==> config.mk <==
export PLATFORM = sky130hd
export DESIGN_NAME = frame_stream_sink
export DESIGN_NICKNAME = d
export VERILOG_FILES = /design/src/rtl/frame_stream_sink.sv
export SDC_FILE = /design/constraint.sdc
export NUM_CORES = 1
export LEC_CHECK = 0
export BUFFER_PORTS_ARGS = -buffer_cell sky130_fd_sc_hd__buf_2
export CORE_MARGIN = 1.5
export CORE_UTILIZATION = 60
export DETAILED_ROUTE_END_ITERATION = 10
export GPL_ROUTABILITY_DRIVEN = 0
export MAX_ROUTING_LAYER = met4
export PLACE_DENSITY = 0.82
export SETUP_SLACK_MARGIN = 0.3
export SLEW_MARGIN = 15
export SYNTH_ARGS = -nofsm -noshare
export SYNTH_HDL_FRONTEND = slang
export SYNTH_SLANG_ARGS = --single-unit
export TNS_END_PERCENT = 10
==> constraint.sdc <==
create_clock -name clk -period 5.45 [get_ports clk]
set_clock_uncertainty 0.15 [all_clocks]
set_input_delay 0.2725 -clock clk [delete_from_list [all_inputs] [get_ports clk]]
set_output_delay 0.2725 -clock clk [all_outputs]
set_load 0.05 [all_outputs]
==> src/rtl/frame_stream_sink.sv <==
// Pixel stream sink: captures the adapter's one-pixel-per-cycle output, checks frame geometry and re-times it
// through a FIFO onto a valid/ready stream with SOF/EOL tags. Optional checksum via FRAME_SINK_CHECKSUM_EN.
//
// state    | meaning
// ---------+---------------------------------------------------------------
// IDLE     | inputs ignored, waiting for start
// WAIT_SOF | armed, discarding pixels until the first jump_in marks (0,0)
// CAPTURE  | pushing one pixel per cycle, tracking col/row and geometry
// DRAIN    | capture finished, emptying the FIFO before frame_done
module frame_stream_sink #(
  parameter int IMG_W   = 1024,
  parameter int IMG_H   = 1024,
  parameter int DATA_W  = 24,
  parameter int FIFO_AW = 4
) (
  input  logic              clk,
  input  logic              rst,
  input  logic              start,
  input  logic [DATA_W-1:0] pix_in,
  input  logic              jump_in,
  input  logic              done_in,
  output logic [DATA_W-1:0] m_data,
  output logic              m_sof,
  output logic              m_eol,
  output logic              m_valid,
  input  logic              m_ready,
  output logic              busy,
  output logic              frame_done,
  output logic              overflow,
  output logic              len_err,
  output logic [31:0]       checksum
);

  localparam int CW    = (IMG_W > 1) ? $clog2(IMG_W) : 1;
  localparam int RW    = (IMG_H > 1) ? $clog2(IMG_H) : 1;
  localparam int DEPTH = 1 << FIFO_AW;
  localparam logic [CW-1:0]      COL_LAST = CW'(IMG_W - 1);
  localparam logic [RW-1:0]      ROW_LAST = RW'(IMG_H - 1);
  localparam logic [FIFO_AW:0]   CNT_FULL = (FIFO_AW + 1)'(DEPTH);
  localparam logic [FIFO_AW:0]   CNT_ONE  = (FIFO_AW + 1)'(1);

  typedef enum logic [1:0] {
    S_IDLE,
    S_WAIT_SOF,
    S_CAPTURE,
    S_DRAIN
  } state_t;

  state_t              state;
  logic [CW-1:0]       col;
  logic [RW-1:0]       row;

  logic [DATA_W+1:0]   mem [DEPTH];
  logic [FIFO_AW-1:0]  wr_ptr;
  logic [FIFO_AW-1:0]  rd_ptr;
  logic [FIFO_AW:0]    count;

  logic                fifo_full;
  logic                fifo_empty;
  logic                push;
  logic                push_sof;
  logic                pop;
  logic                accept;
  logic                drop;
  logic                col_last;
  logic                at_last;

  assign fifo_full  = (count == CNT_FULL);
  assign fifo_empty = (count == '0);
  assign col_last   = (col == COL_LAST);
  assign at_last    = col_last && (row == ROW_LAST);

  assign push_sof = (state == S_WAIT_SOF);
  assign push     = (state == S_CAPTURE) || ((state == S_WAIT_SOF) && jump_in);
  assign pop      = !fifo_empty && m_ready;
  // A full FIFO still takes a pixel when a beat leaves in the same cycle.
  assign accept   = push && (!fifo_full || pop);
  assign drop     = push && fifo_full && !pop;

  assign m_valid = !fifo_empty;
  assign {m_sof, m_eol, m_data} = mem[rd_ptr];

  always_ff @(posedge clk) begin
    if (accept) begin
      mem[wr_ptr] <= {push_sof, col_last, pix_in};
    end
  end

  always_ff @(posedge clk) begin
    if (rst) begin
      wr_ptr <= '0;
      rd_ptr <= '0;
      count  <= '0;
    end else begin
      if (accept) begin
        wr_ptr <= wr_ptr + 1'b1;
      end
      if (pop) begin
        rd_ptr <= rd_ptr + 1'b1;
      end
      case ({accept, pop})
        2'b10:   count <= count + 1'b1;
        2'b01:   count <= count - 1'b1;
        default: count <= count;
      endcase
    end
  end

  always_ff @(posedge clk) begin
    if (rst) begin
      state      <= S_IDLE;
      col        <= '0;
      row        <= '0;
      busy       <= 1'b0;
      frame_done <= 1'b0;
      overflow   <= 1'b0;
      len_err    <= 1'b0;
    end else begin
      frame_done <= 1'b0;
      if (drop) begin
        overflow <= 1'b1;
      end

      // Counters advance on every capture cycle, dropped or not, and hold at the final pixel.
      if (push && !at_last) begin
        if (col_last) begin
          col <= '0;
          row <= row + 1'b1;
        end else begin
          col <= col + 1'b1;
        end
      end

      case (state)
        S_IDLE: begin
          if (start) begin
            state    <= S_WAIT_SOF;
            busy     <= 1'b1;
            overflow <= 1'b0;
            len_err  <= 1'b0;
            col      <= '0;
            row      <= '0;
          end
        end

        S_WAIT_SOF: begin
          if (jump_in) begin
            if (at_last) begin
              state <= S_DRAIN;
            end else if (done_in) begin
              len_err <= 1'b1;
              state   <= S_DRAIN;
            end else begin
              state <= S_CAPTURE;
            end
          end
        end

        S_CAPTURE: begin
          if (jump_in != (col == '0)) begin
            len_err <= 1'b1;
          end
          if (at_last) begin
            state <= S_DRAIN;
          end else if (done_in) begin
            len_err <= 1'b1;
            state   <= S_DRAIN;
          end
        end

        S_DRAIN: begin
          // Finish on the cycle the last beat leaves so frame_done follows it directly.
          if (fifo_empty || ((count == CNT_ONE) && pop)) begin
            frame_done <= 1'b1;
            busy       <= 1'b0;
            state      <= S_IDLE;
          end
        end

        default: begin
          state <= S_IDLE;
          busy  <= 1'b0;
        end
      endcase
    end
  end

`ifdef FRAME_SINK_CHECKSUM_EN
  logic [31:0] checksum_q;

  always_ff @(posedge clk) begin
    if (rst) begin
      checksum_q <= '0;
    end else if ((state == S_IDLE) && start) begin
      checksum_q <= '0;
    end else if (accept) begin
      checksum_q <= checksum_q + 32'(pix_in);
    end
  end

  assign checksum = checksum_q;
`else
  assign checksum = 32'd0;
`endif

endmodule

==> results by group <==
Pwr
  • Peak VDD IR: 0.300 mV
  • Clk pwr share: 33.2%
  • Power Density: 459 nW/um^2
  • Power Internal: 6.66 mW
  • Sw Ratio: 29.3%
  • Sw Pwr: 2.75 mW
  • Sequential share of power: around 44%
  • Pleak: 6.49 nW
  • Share of power burned in combinational logic: 22.7%

Clocking
  • Post-CTS Setup Repair Bufs: 0
  • Clk sinks: between 400 and 500
  • Deepest clock path buffer count: 3
  • Root buf cell: clkbuf_16
  • Clock transition at the registers of the reported paths: 0.07 ns
  • # H-tree levels: 2
  • Clock latency at the later pin of the worst-skew pair: approximately 0.53 ns
  • CTS tree: done
  • TritonCTS buffer count: 44

Drt
  • DR vias: 9,146
  • Vias per cell: around 6.5
  • WL/cell: 29.1 um
  • Starting DRT DRC Count: 1,013
  • DRT met1 WL: 15.3 mm
  • WL met3: 3.54 mm
  • DR WL met2: 21.2 mm
  • DR top layer: met4
  • Detail Route Antenna Nets: 0
  • Final wirelength: around 40 mm
  • Drt pass-1 iters: 5
  • DRC viols: 0

Worst setup path
  • Crit end category: flip-flop
  • Critical-path cell list: inv_1 -> ha_1 -> a21oi_1 -> a21oi_1 -> buf_4 -> nand2_1 -> nor2_4
  • Cell mode on critical path: a21oi_1
  • Worst path slowest cell: nor2_4
  • Crit-path leading delay family: simple AND/OR/NAND/NOR gates
  • Worst path max stage delay: 0.83 ns
  • Crit path from: state[1]
  • CP Depth: 7
  • Worst path required time: 5.47 ns
  • Worst r2r path cells: 7
  • Worst path arrival time: 3.67 ns
  • Startpoint Class: flip-flop
  • FF-to-FF Start: state[1]
  • Setup CP Type: flip-flop to flip-flop
  • Buf+Inv Stages, Crit Path: 2
  • Worst Path Max Fanout: 26

Global route
  • Largest net degree at the start of global routing: 105
  • First-pass GRT wire length: 60.7 mm
  • Initial antenna violation count: 3
  • GR Overflow Total: 0
  • Overall Global Routing Usage: 28.2%
  • Vias in the first global route: between 9k and 10k

Synth
  • Syn. warnings: 0
  • Leading area contributor after synthesis: edfxtp_1
  • Asr flop ratio synth: 0%
  • Largest cells by area after synthesis: edfxtp_1 (69%), mux4_2 (16%), dfxtp_1 (4.8%)
  • Count leader, synth: edfxtp_1
  • Number of flops mapped to enable cells by yosys: 416
  • Sequential share of the synthesized area: 73.8%
  • Cells after Synth: 890
  • Synth top area share: about 70%
  • Register bit total from synthesis: 459
  • Syn Area/Cell: 20.3 um^2
  • Post-synth top cells: edfxtp_1 (416), mux4_2 (130), dfxtp_1 (43)
  • Post-Syn Area: 18,100 um^2
  • Post-synth cell types: 52
  • Synth Flop Type: edfxtp_1

Worst hold path
  • Worst min-delay path class: input port to flip-flop
  • WHS Path Cells: 1
  • Worst hold path startpoint: pix_in[11]

Placement
  • Post-detail-place hpwl: 22.5 mm
  • Port-buffer cells: 60
  • Dpl ws: 1.89 ns
  • Placed cells: 1,311

Timing
  • Fin crit share: 67.0%
  • Slew HR: 34.4%
  • Final Max Tran Viols: 0
  • Final worst setup slack: between 1.5 and 2 ns
  • Final Critical Period: approximately 3.6 ns
  • RSZ-0062 raised after global routing: no
  • Final hold vios: 0
  • Final setup violation count: 0
  • Fmax: 274 MHz
  • Worst-Margin Slew: 0.984 ns
  • Post-Route Setup TNS: 0 ns

Outcome
  • Outcome: completed

Layout
  • Layout cell share with drive strength beyond 1: 29.3%
  • Register area: 13,400 um^2
  • Area of the multi-input gates: around 4500 um^2
  • FILL cells: 1,764
  • Nets: 1,033
  • Area grow syn2layout: 13.3%
  • Fin cells: 1,411

Floorplan
  • Rows: 63
  • Core area: 29,600 um^2
  • Starting Density: 61.1%
  • Die Y: about 180 um
  • Die width: about 180 um
  • Die area: 31,200 um^2
  • Num ports: 93

Flow run
  • Total of max-cap violations: 0
==> metrics by stage <==
step           total power [mW]  hold WS (ns)  util [%]  cell area, um^2
3_3_place_gp               6.24         0.283      63.5            18800
2_1_floorplan              5.76         0.221         -            18200
6_report                   9.41        0.0157      69.2            20500
5_1_grt                    9.68        0.0167      69.2            20500
3_5_place_dp               6.30         0.290      63.5            18800
4_1_cts                    9.43     0.0000666      69.2            20500
==> placed cells by master, fill, tap and decap left out, types with 4 or more instances in the layout <==
cell type      Yosys  final
buf_4             32     12
clkbuf_1          22      6
clkinv_2           0      8
xor2_1             9      9
nand3_1           10     10
nand2_1           15     15
clkbuf_8           0      8
nor2_1            41     29
conb_1             1     32
inv_1             12     12
or3_1              9      9
edfxtp_1         416    416
clkbuf_16          0     44
nor3_1            10      6
o21ai_0           12     12
dfxtp_1           43     39
ha_1              17     17
buf_2              2     60
nand4_1            6      6
bufinv_16          0      5
mux4_2           130    130
a21oi_1           22     22
dlygate4sd3_1      0     19
o31ai_1            5      5
clkinv_1           0      5
or4_1              5      5
nor3_2             0      4
xnor2_1            8      8
nor2_4             0     12
==> final cells by class <==
class / count / share of cell area, %
Inverter: 12 / 0.220
Timing Repair Buffer: 92 / 2.93
Tap cell: 390 / 2.38
Clock buffer: 58 / 6.02
Clock inverter: 22 / 1.23
Sequential cell: 459 / 65.2
Multi-Input combinational cell: 377 / 22.1
Antenna cell: 1 / 0.0122
==> cells by family after synthesis <==
kind of cell               after synthesis  share of synthesized area (%)
DFF                                    459                           73.8
adders and majority gates               17                           1.18
and+or+nand+nor                        120                           3.44
AOI/OAI and AO/OA                       60                           2.05
other                                    1                         0.0207
muxes                                  131                           16.2
xor gates and xnor gates                17                          0.823
buffers and inverters                   85                           2.48
==> worst paths after layout <==
check / slack, ns / to
max: 1.80 / mem[7][23]
min: 0.02 / mem[0][11]
max reg2reg: 1.80 / mem[7][23]
min reg2reg: 0.30 / overflow
==> layer usage <==
layer,track usage [%],vias up
met3,5.05,71
li1,-,3792
met2,45.8,516
met4,8.02,0
met1,37.2,4767
met5,-,-
==> registers in the layout, indices dropped and copies added, names as in the netlist, named ones only <==
name / flops
overflow: 1
mem: 416
state: 2
count: 5
len_err: 1
rd_ptr: 4
wr_ptr: 4
frame_done: 1
col: 10
row: 10
busy: 1
==> power groups by stage <==
stage	registers [mW]	clock network (mW)	logic, mW
final	4.15	3.13	2.13
after global routing	4.17	3.27	2.25
after CTS	4.15	3.15	2.14
after detailed placement	4.22	0	2.09
after global placement	4.20	0	2.04
after floorplan	4.16	0	1.60
==> what timing repair did <==
action,4_1_cts,5_1_grt
resized for setup,0,0
endpoints found under the hold margin,196,0
hold buffers,19,0
(Power assumes the default switching activity.)
